## src/rtl/clk_div_pkg.sv

```systemverilog
// Shared constants, mode encoding and low-phase length helper for the clock divider.
package clk_div_pkg;

    localparam int MIN_DIV = 2;

    typedef enum logic {
        MODE_DUTY  = 1'b0,
        MODE_PULSE = 1'b1
    } mode_t;

    // Duty mode keeps the extra cycle of an odd ratio in the low phase.
    function automatic logic [31:0] low_phase_len(input logic [31:0] n, input mode_t mode);
        if (mode == MODE_PULSE) begin
            return n - 32'd1;
        end
        return n - (n >> 1);
    endfunction

endpackage

```

## src/rtl/clk_div_gen_if.sv

```systemverilog
// Control and output bundle of the clock divider; the clock consumer side is the master.
interface clk_div_gen_if #(
    parameter int DIV_WIDTH = 8
);
    logic                 CLK_EN;
    logic [DIV_WIDTH-1:0] Div;
    logic                 Pulse_Mode;
    logic                 CLK_Div_Out;
    logic                 Tick;
    logic [DIV_WIDTH-1:0] Active_Div;
    logic                 Bypass;

    modport master (
        output CLK_EN, Div, Pulse_Mode,
        input  CLK_Div_Out, Tick, Active_Div, Bypass
    );

    modport slave (
        input  CLK_EN, Div, Pulse_Mode,
        output CLK_Div_Out, Tick, Active_Div, Bypass
    );
endinterface

```

## src/rtl/clk_div_phase.sv

```systemverilog
// Period arithmetic for the divider: low-phase length plus the wrap and next-cycle compares.
module clk_div_phase
    import clk_div_pkg::*;
#(
    parameter int DIV_WIDTH = 8
) (
    input  logic [DIV_WIDTH-1:0] n,
    input  mode_t                mode,
    input  logic [DIV_WIDTH-1:0] count,
    output logic [DIV_WIDTH-1:0] low_len,
    output logic                 wrap,
    output logic                 next_high,
    output logic                 next_tick
);
    localparam logic [DIV_WIDTH-1:0] ONE = DIV_WIDTH'(1);

    logic [DIV_WIDTH-1:0] next_count;

    // next_count is only consumed off the wrap cycle, where count+1 <= N-1 cannot overflow.
    assign low_len    = DIV_WIDTH'(low_phase_len(32'(n), mode));
    assign wrap       = (count == n - ONE);
    assign next_count = count + ONE;
    assign next_high  = (next_count >= low_len);
    assign next_tick  = (next_count == low_len);

endmodule

```

## src/rtl/clk_div_gen.sv

```systemverilog
// Runtime-ratio clock divider with pulse mode, tick strobe and boundary-aligned ratio/bypass changes.
module clk_div_gen
    import clk_div_pkg::*;
#(
    parameter int DIV_WIDTH = 8
) (
    input  logic          CLK_Ref,
    input  logic          Reset,
    clk_div_gen_if.slave  bus
);
    localparam logic [DIV_WIDTH-1:0] ONE     = DIV_WIDTH'(1);
    localparam logic [DIV_WIDTH-1:0] DIV_MIN = DIV_WIDTH'(MIN_DIV);

    logic [DIV_WIDTH-1:0] count;
    logic [DIV_WIDTH-1:0] active_div;
    logic [DIV_WIDTH-1:0] low_len;
    mode_t                mode;
    logic                 div_q;
    logic                 tick;
    logic                 bypass;
    logic                 req_ok;
    logic                 wrap;
    logic                 next_high;
    logic                 next_tick;

    assign req_ok = bus.CLK_EN && (bus.Div >= DIV_MIN);

    clk_div_phase #(
        .DIV_WIDTH (DIV_WIDTH)
    ) u_phase (
        .n         (active_div),
        .mode      (mode),
        .count     (count),
        .low_len   (low_len),
        .wrap      (wrap),
        .next_high (next_high),
        .next_tick (next_tick)
    );

    // Ratio, mode and bypass only change on a wrap edge (or when leaving bypass), so every
    // started period runs to completion and the switch to CLK_Ref happens with div_q low.
    always_ff @(posedge CLK_Ref) begin
        if (Reset) begin
            count      <= '0;
            div_q      <= 1'b0;
            tick       <= 1'b0;
            bypass     <= 1'b1;
            active_div <= '0;
            mode       <= MODE_DUTY;
        end else if (bypass) begin
            tick <= 1'b0;
            if (req_ok) begin
                bypass     <= 1'b0;
                active_div <= bus.Div;
                mode       <= mode_t'(bus.Pulse_Mode);
                count      <= '0;
                div_q      <= 1'b0;
            end
        end else if (wrap) begin
            count <= '0;
            div_q <= 1'b0;
            tick  <= 1'b0;
            if (req_ok) begin
                active_div <= bus.Div;
                mode       <= mode_t'(bus.Pulse_Mode);
            end else begin
                bypass     <= 1'b1;
                active_div <= '0;
            end
        end else begin
            count <= count + ONE;
            div_q <= next_high;
            tick  <= next_tick;
        end
    end

    assign bus.CLK_Div_Out = bypass ? CLK_Ref : div_q;
    assign bus.Tick        = tick;
    assign bus.Active_Div  = active_div;
    assign bus.Bypass      = bypass;

    // Low-phase length is only needed by the compares inside the phase block.
    logic unused_low_len;
    assign unused_low_len = ^low_len;

endmodule

```

## src/flat_wrapper.sv

```systemverilog
// flat-port wrapper written by rule: the top's interface ports become plain ports
module clk_div_gen_flat import clk_div_pkg::*;
#(
    parameter int DIV_WIDTH = 8
)
  (CLK_Ref, Reset, bus_CLK_EN, bus_Div, bus_Pulse_Mode, bus_CLK_Div_Out, bus_Tick, bus_Active_Div, bus_Bypass);
  clk_div_gen_if #(.DIV_WIDTH(DIV_WIDTH)) bus_i ();
  input  logic CLK_Ref;
  input  logic Reset;
  input wire logic [$bits(bus_i.CLK_EN)-1:0] bus_CLK_EN;
  input wire logic [$bits(bus_i.Div)-1:0] bus_Div;
  input wire logic [$bits(bus_i.Pulse_Mode)-1:0] bus_Pulse_Mode;
  output wire logic [$bits(bus_i.CLK_Div_Out)-1:0] bus_CLK_Div_Out;
  output wire logic [$bits(bus_i.Tick)-1:0] bus_Tick;
  output wire logic [$bits(bus_i.Active_Div)-1:0] bus_Active_Div;
  output wire logic [$bits(bus_i.Bypass)-1:0] bus_Bypass;
  assign bus_i.CLK_EN = bus_CLK_EN;
  assign bus_i.Div = bus_Div;
  assign bus_i.Pulse_Mode = bus_Pulse_Mode;
  assign bus_CLK_Div_Out = bus_i.CLK_Div_Out;
  assign bus_Tick = bus_i.Tick;
  assign bus_Active_Div = bus_i.Active_Div;
  assign bus_Bypass = bus_i.Bypass;
  clk_div_gen #(.DIV_WIDTH(DIV_WIDTH)) u_core (.CLK_Ref(CLK_Ref), .Reset(Reset), .bus(bus_i));
endmodule
```

## config.mk

```make
export PLATFORM = sky130hd
export DESIGN_NAME = clk_div_gen_flat
export DESIGN_NICKNAME = d
export VERILOG_FILES = /design/src/rtl/clk_div_pkg.sv /design/src/rtl/clk_div_gen_if.sv /design/src/rtl/clk_div_phase.sv /design/src/rtl/clk_div_gen.sv /design/src/flat_wrapper.sv
export SDC_FILE = /design/constraint.sdc
export NUM_CORES = 1
export LEC_CHECK = 0
export CORE_MARGIN = 2
export CORE_UTILIZATION = 29
export CTS_CLUSTER_SIZE = 10
export DETAILED_ROUTE_END_ITERATION = 7
export PLACE_DENSITY_LB_ADDON = 0.08
export REMOVE_ABC_BUFFERS = 1
export SLEW_MARGIN = 20
export SYNTH_ARGS = -nofsm -noshare
export SYNTH_HDL_FRONTEND = slang
export SYNTH_SLANG_ARGS = --single-unit
```

## constraint.sdc

```tcl
create_clock -name CLK_Ref -period 2.79 [get_ports CLK_Ref]
set_input_delay 0.558 -clock CLK_Ref [delete_from_list [all_inputs] [get_ports CLK_Ref]]
set_output_delay 0.558 -clock CLK_Ref [all_outputs]
set_load 0.05 [all_outputs]
```

==> results.md <==
- The run finished with clean final reports.
- Summed over all cells, the static leakage comes to just over 1 nW.
- The synthesis-stage register bit count is 20.
- After detailed routing, the total wire length is 4.58 mm.
- The core area is 0.00624 mm^2.
- The initial antenna violation count is 0.
- The number of antenna cells inserted is 0.
- The number of pins with negative max-slew slack in the final report is 0.
- 23 I/O pins were placed.
- The via count of the first global-routing pass is approximately 1600.
- The most common cell in the synthesized netlist is ha_1.
- The slowest stage of the critical path belongs to the cell mux2_2.
- The area fraction of the dominant cell type after synthesis is around 22%.
- After synthesis, the mean cell area works out to about 9.2 um^2.
- The share of post-route cells with drive strength above 1 is roughly a fifth.
- The worst-case setup margin in the final layout is about 130 ps.
- The final count of negative-setup-slack endpoints is 0.
- After the first detailed-routing iteration, the DRC count stood at 29.
- The total overflow left after global routing is 0.
- In this run the worst setup path begins at CLK_Ref.
- For the worst setup path, the data required time is approximately 2200 ps.
- The via count of the routed design is 1540.
- Synthesis produced a netlist whose cell count is 200.
- The total buffers and inverters traversed by the critical path is 3.
- For this run, design rule violations remaining after detail routing come to 0.
- The critical path crosses 4 cells after its start point.
- The first TritonRoute pass finished after 4 iterations.
- The final-stage net count is 277.
- After clock tree synthesis, the clock-pin slew on the worst setup and hold paths is around 90 ps.
- The kind of cell with the highest combined delay along the critical path is buffers and inverters.
- The path class of the tightest hold or removal check is reg2reg.
- Of all cell types, the one taking the most synthesized area is dfxtp_1.
- The worst stage delay on the critical path is 260 ps.
- From synthesis to final layout, the design area changed by 30.1%.
- The max-capacitance violation count is 0.
- The total power of the final layout is between 1 and 1.5 mW.
- The first global-routing pass estimated 7.60 mm of wire.
- The capturing element of the worst setup path is bus_CLK_Div_Out.
- In the synthesized netlist the async set-or-reset flop fraction comes to 0%.
- The worst register-to-register path has a depth of 14.
- The TritonCTS clock tree is done.
- The worst flop-to-flop path startpoint is u_core.bus.Active_Div[2]$_SDFFE_PP0P_.
- The combined area of all synthesized cells is around 0.0018 mm^2.
- For this configuration, the core starts out at a cell density of between 20 and 30%.
- The synthesized design contains 0 enable-type register cells.
- The worst setup path is launched from a clock port.
- After clock tree synthesis, the flow added hold-fix buffers numbering 0.
- In the routed layout, each cell is associated on average with a via count of 4.89.
- Among all flip-flop cells after synthesis, the most frequent one is dfxtp_1.
- Setup repair after global routing left no endpoint under its margin.
- The worst hold path stage count is 1.
- The kind of end point of the critical path is an output pin.
- The die width is roughly 84 um.
- The maximum number of pins on one net before global-route repair is 20.
- The floorplan step defined a die boundary enclosing between 0.006 and 0.007 mm^2.
- The total power per unit cell area is between 400 and 500 mW/mm^2.
- The critical setup path kind is clk2out.
- During synthesis, Yosys emitted a total of 0 warnings.
- The floorplan row count is 29.
- After filler insertion, the fill cell instance count of the layout stands at approximately 660.
- The final-layout setup total negative slack is 0 ps.
- At the pin with the least slew margin, the transition time is around 500 ps.
- Routability-driven placement finished with a final weighted congestion of around 0.78.
- Once detailed placement completed, the half-perimeter wirelength came to 3.65 mm.
- After detailed routing, the average wire length per cell comes to about 15 um.
- Measured against its own limit, the worst slew margin works out to between 60% and 70%.
- The count of input and output buffers is 22.
- The endpoint of the worst register-to-register path is u_core.div_q$_SDFFE_PP0P_.
- Yosys attributes the largest share of cell area to dfxtp_1 (22%), ha_1 (16%), xnor2_1 (6.7%).
- In this run the remaining antenna-violating nets after routing total 0.
- The maximum fanout encountered on the critical timing path is 2.
- The slack of the worst reg-to-reg path is roughly 190 ps.
- Sequential cells were found to cover between 20 and 25% of the synthesized design area.
- The height of the die is 83.6 um.
- The number of distinct library cells after synthesis is 46.
- The clock insertion delay at the later pin of the skew report is between 300 and 400 ps.
- The worst hold slack across all endpoints is about 500 ps.
- Registers take 405 um^2.
- The data arrival time of the critical path is between 2000 and 2500 ps.
- VDD sags by at most around 220 uV.
- The setup slack at placement is -92.4 ps.
- The multi-input combinational cells in the finished layout cover a total of 0.00142 mm^2.
- Once layout is complete, the utilization of the core stands at between 30% and 40%.
- After synthesis, the most frequently instantiated cells are ha_1 (24), dfxtp_1 (20), xnor2_1 (14).
- The cell repeated most along the worst path is clkbuf_8.
- The critical path goes through clkbuf_8 > clkbuf_8 > mux2_2 > buf_2.
- The overall track demand over capacity in global routing is about 14%.
- On the final layout, the worst clock skew is between 8 and 9 ps.
- The final-report hold violation count is 0.
[cell families after synthesis]
family	share of synthesized area (%)
AO/OA/AOI/OAI	20.2
XOR/XNOR	13.3
adder cells (fa/ha/maj)	17.4
buffers and inverters	4.29
flip-flops	21.8
multiplexers	3.54
AND/OR/NAND/NOR	19.5
[sequential cells by signal (all words and copies together), names as in the netlist]
signal / cells
u_core.mode: 1
u_core.bus.Bypass: 1
u_core.bus.Active_Div: 8
u_core.count: 8
u_core.bus.Tick: 1
u_core.div_q: 1
[cell type report]
class	count	share of cell area, %
Inverter	13	2.15
Tap cell	77	4.03
Timing Repair Buffer	37	13.8
Sequential cell	20	17.0
Multi-Input combinational cell	161	59.4
Clock buffer	7	3.66
[worst min path at each step]
stage | to | from | slack, ps
6_report | u_core.div_q$_SDFFE_PP0P_ | u_core.div_q$_SDFFE_PP0P_ | 500
5_1_grt | u_core.div_q$_SDFFE_PP0P_ | u_core.div_q$_SDFFE_PP0P_ | 530
4_1_cts | u_core.div_q$_SDFFE_PP0P_ | u_core.div_q$_SDFFE_PP0P_ | 490
3_5_place_dp | u_core.div_q$_SDFFE_PP0P_ | u_core.div_q$_SDFFE_PP0P_ | 460
3_3_place_gp | u_core.div_q$_SDFFE_PP0P_ | u_core.div_q$_SDFFE_PP0P_ | 460
2_1_floorplan | u_core.div_q$_SDFFE_PP0P_ | u_core.div_q$_SDFFE_PP0P_ | 450
[metrics by stage]
step / instance area (um^2) / cells
final: 2390 / 315
after global routing: 2390 / 315
after CTS: 2330 / 314
after detailed placement: 2240 / 308
after global placement: 2240 / 308
after floorplan: 1810 / 194
[cells in the final DEF, fill, tap and decap left out, types with 6 or more instances in the layout]
| cell type | synthesis | final |
|---|---|---|
| ha_1 | 24 | 21 |
| clkdlybuf4s50_1 | 0 | 21 |
| dfxtp_1 | 20 | 18 |
| buf_4 | 0 | 16 |
| xnor2_1 | 14 | 14 |
| nand2b_1 | 13 | 13 |
| inv_1 | 13 | 10 |
| nor2_1 | 10 | 10 |
| o32ai_1 | 8 | 8 |
| nand2_1 | 7 | 7 |
| nand3_1 | 6 | 6 |
| xor2_1 | 6 | 6 |
| clkbuf_8 | 0 | 6 |
[layer usage]
layer	up-vias	track usage, %	wire (um)
met5	-	0	0
met4	0	4.55	21
met3	3	3.56	226
met2	29	23.3	2210
met1	698	16.8	2120
li1	810	-	-
[repair_timing]
| action | 4_1_cts | 5_1_grt |
|---|---|---|
| setup buffers | 0 | 1 |
| gates resized for setup | 6 | 20 |
| endpoints found under the hold margin | 0 | 0 |
| pin swaps | 1 | 10 |
| setup endpoints to repair | 2 | 3 |
[power by group]
part           leakage, nW  total, mW  switching, mW  internal, mW
Clock               0.0522      0.374          0.172         0.202
Sequential           0.164      0.310         0.0144         0.296
Combinational        0.797      0.410          0.210         0.200
Note: power is estimated with default switching activity, not from simulation.
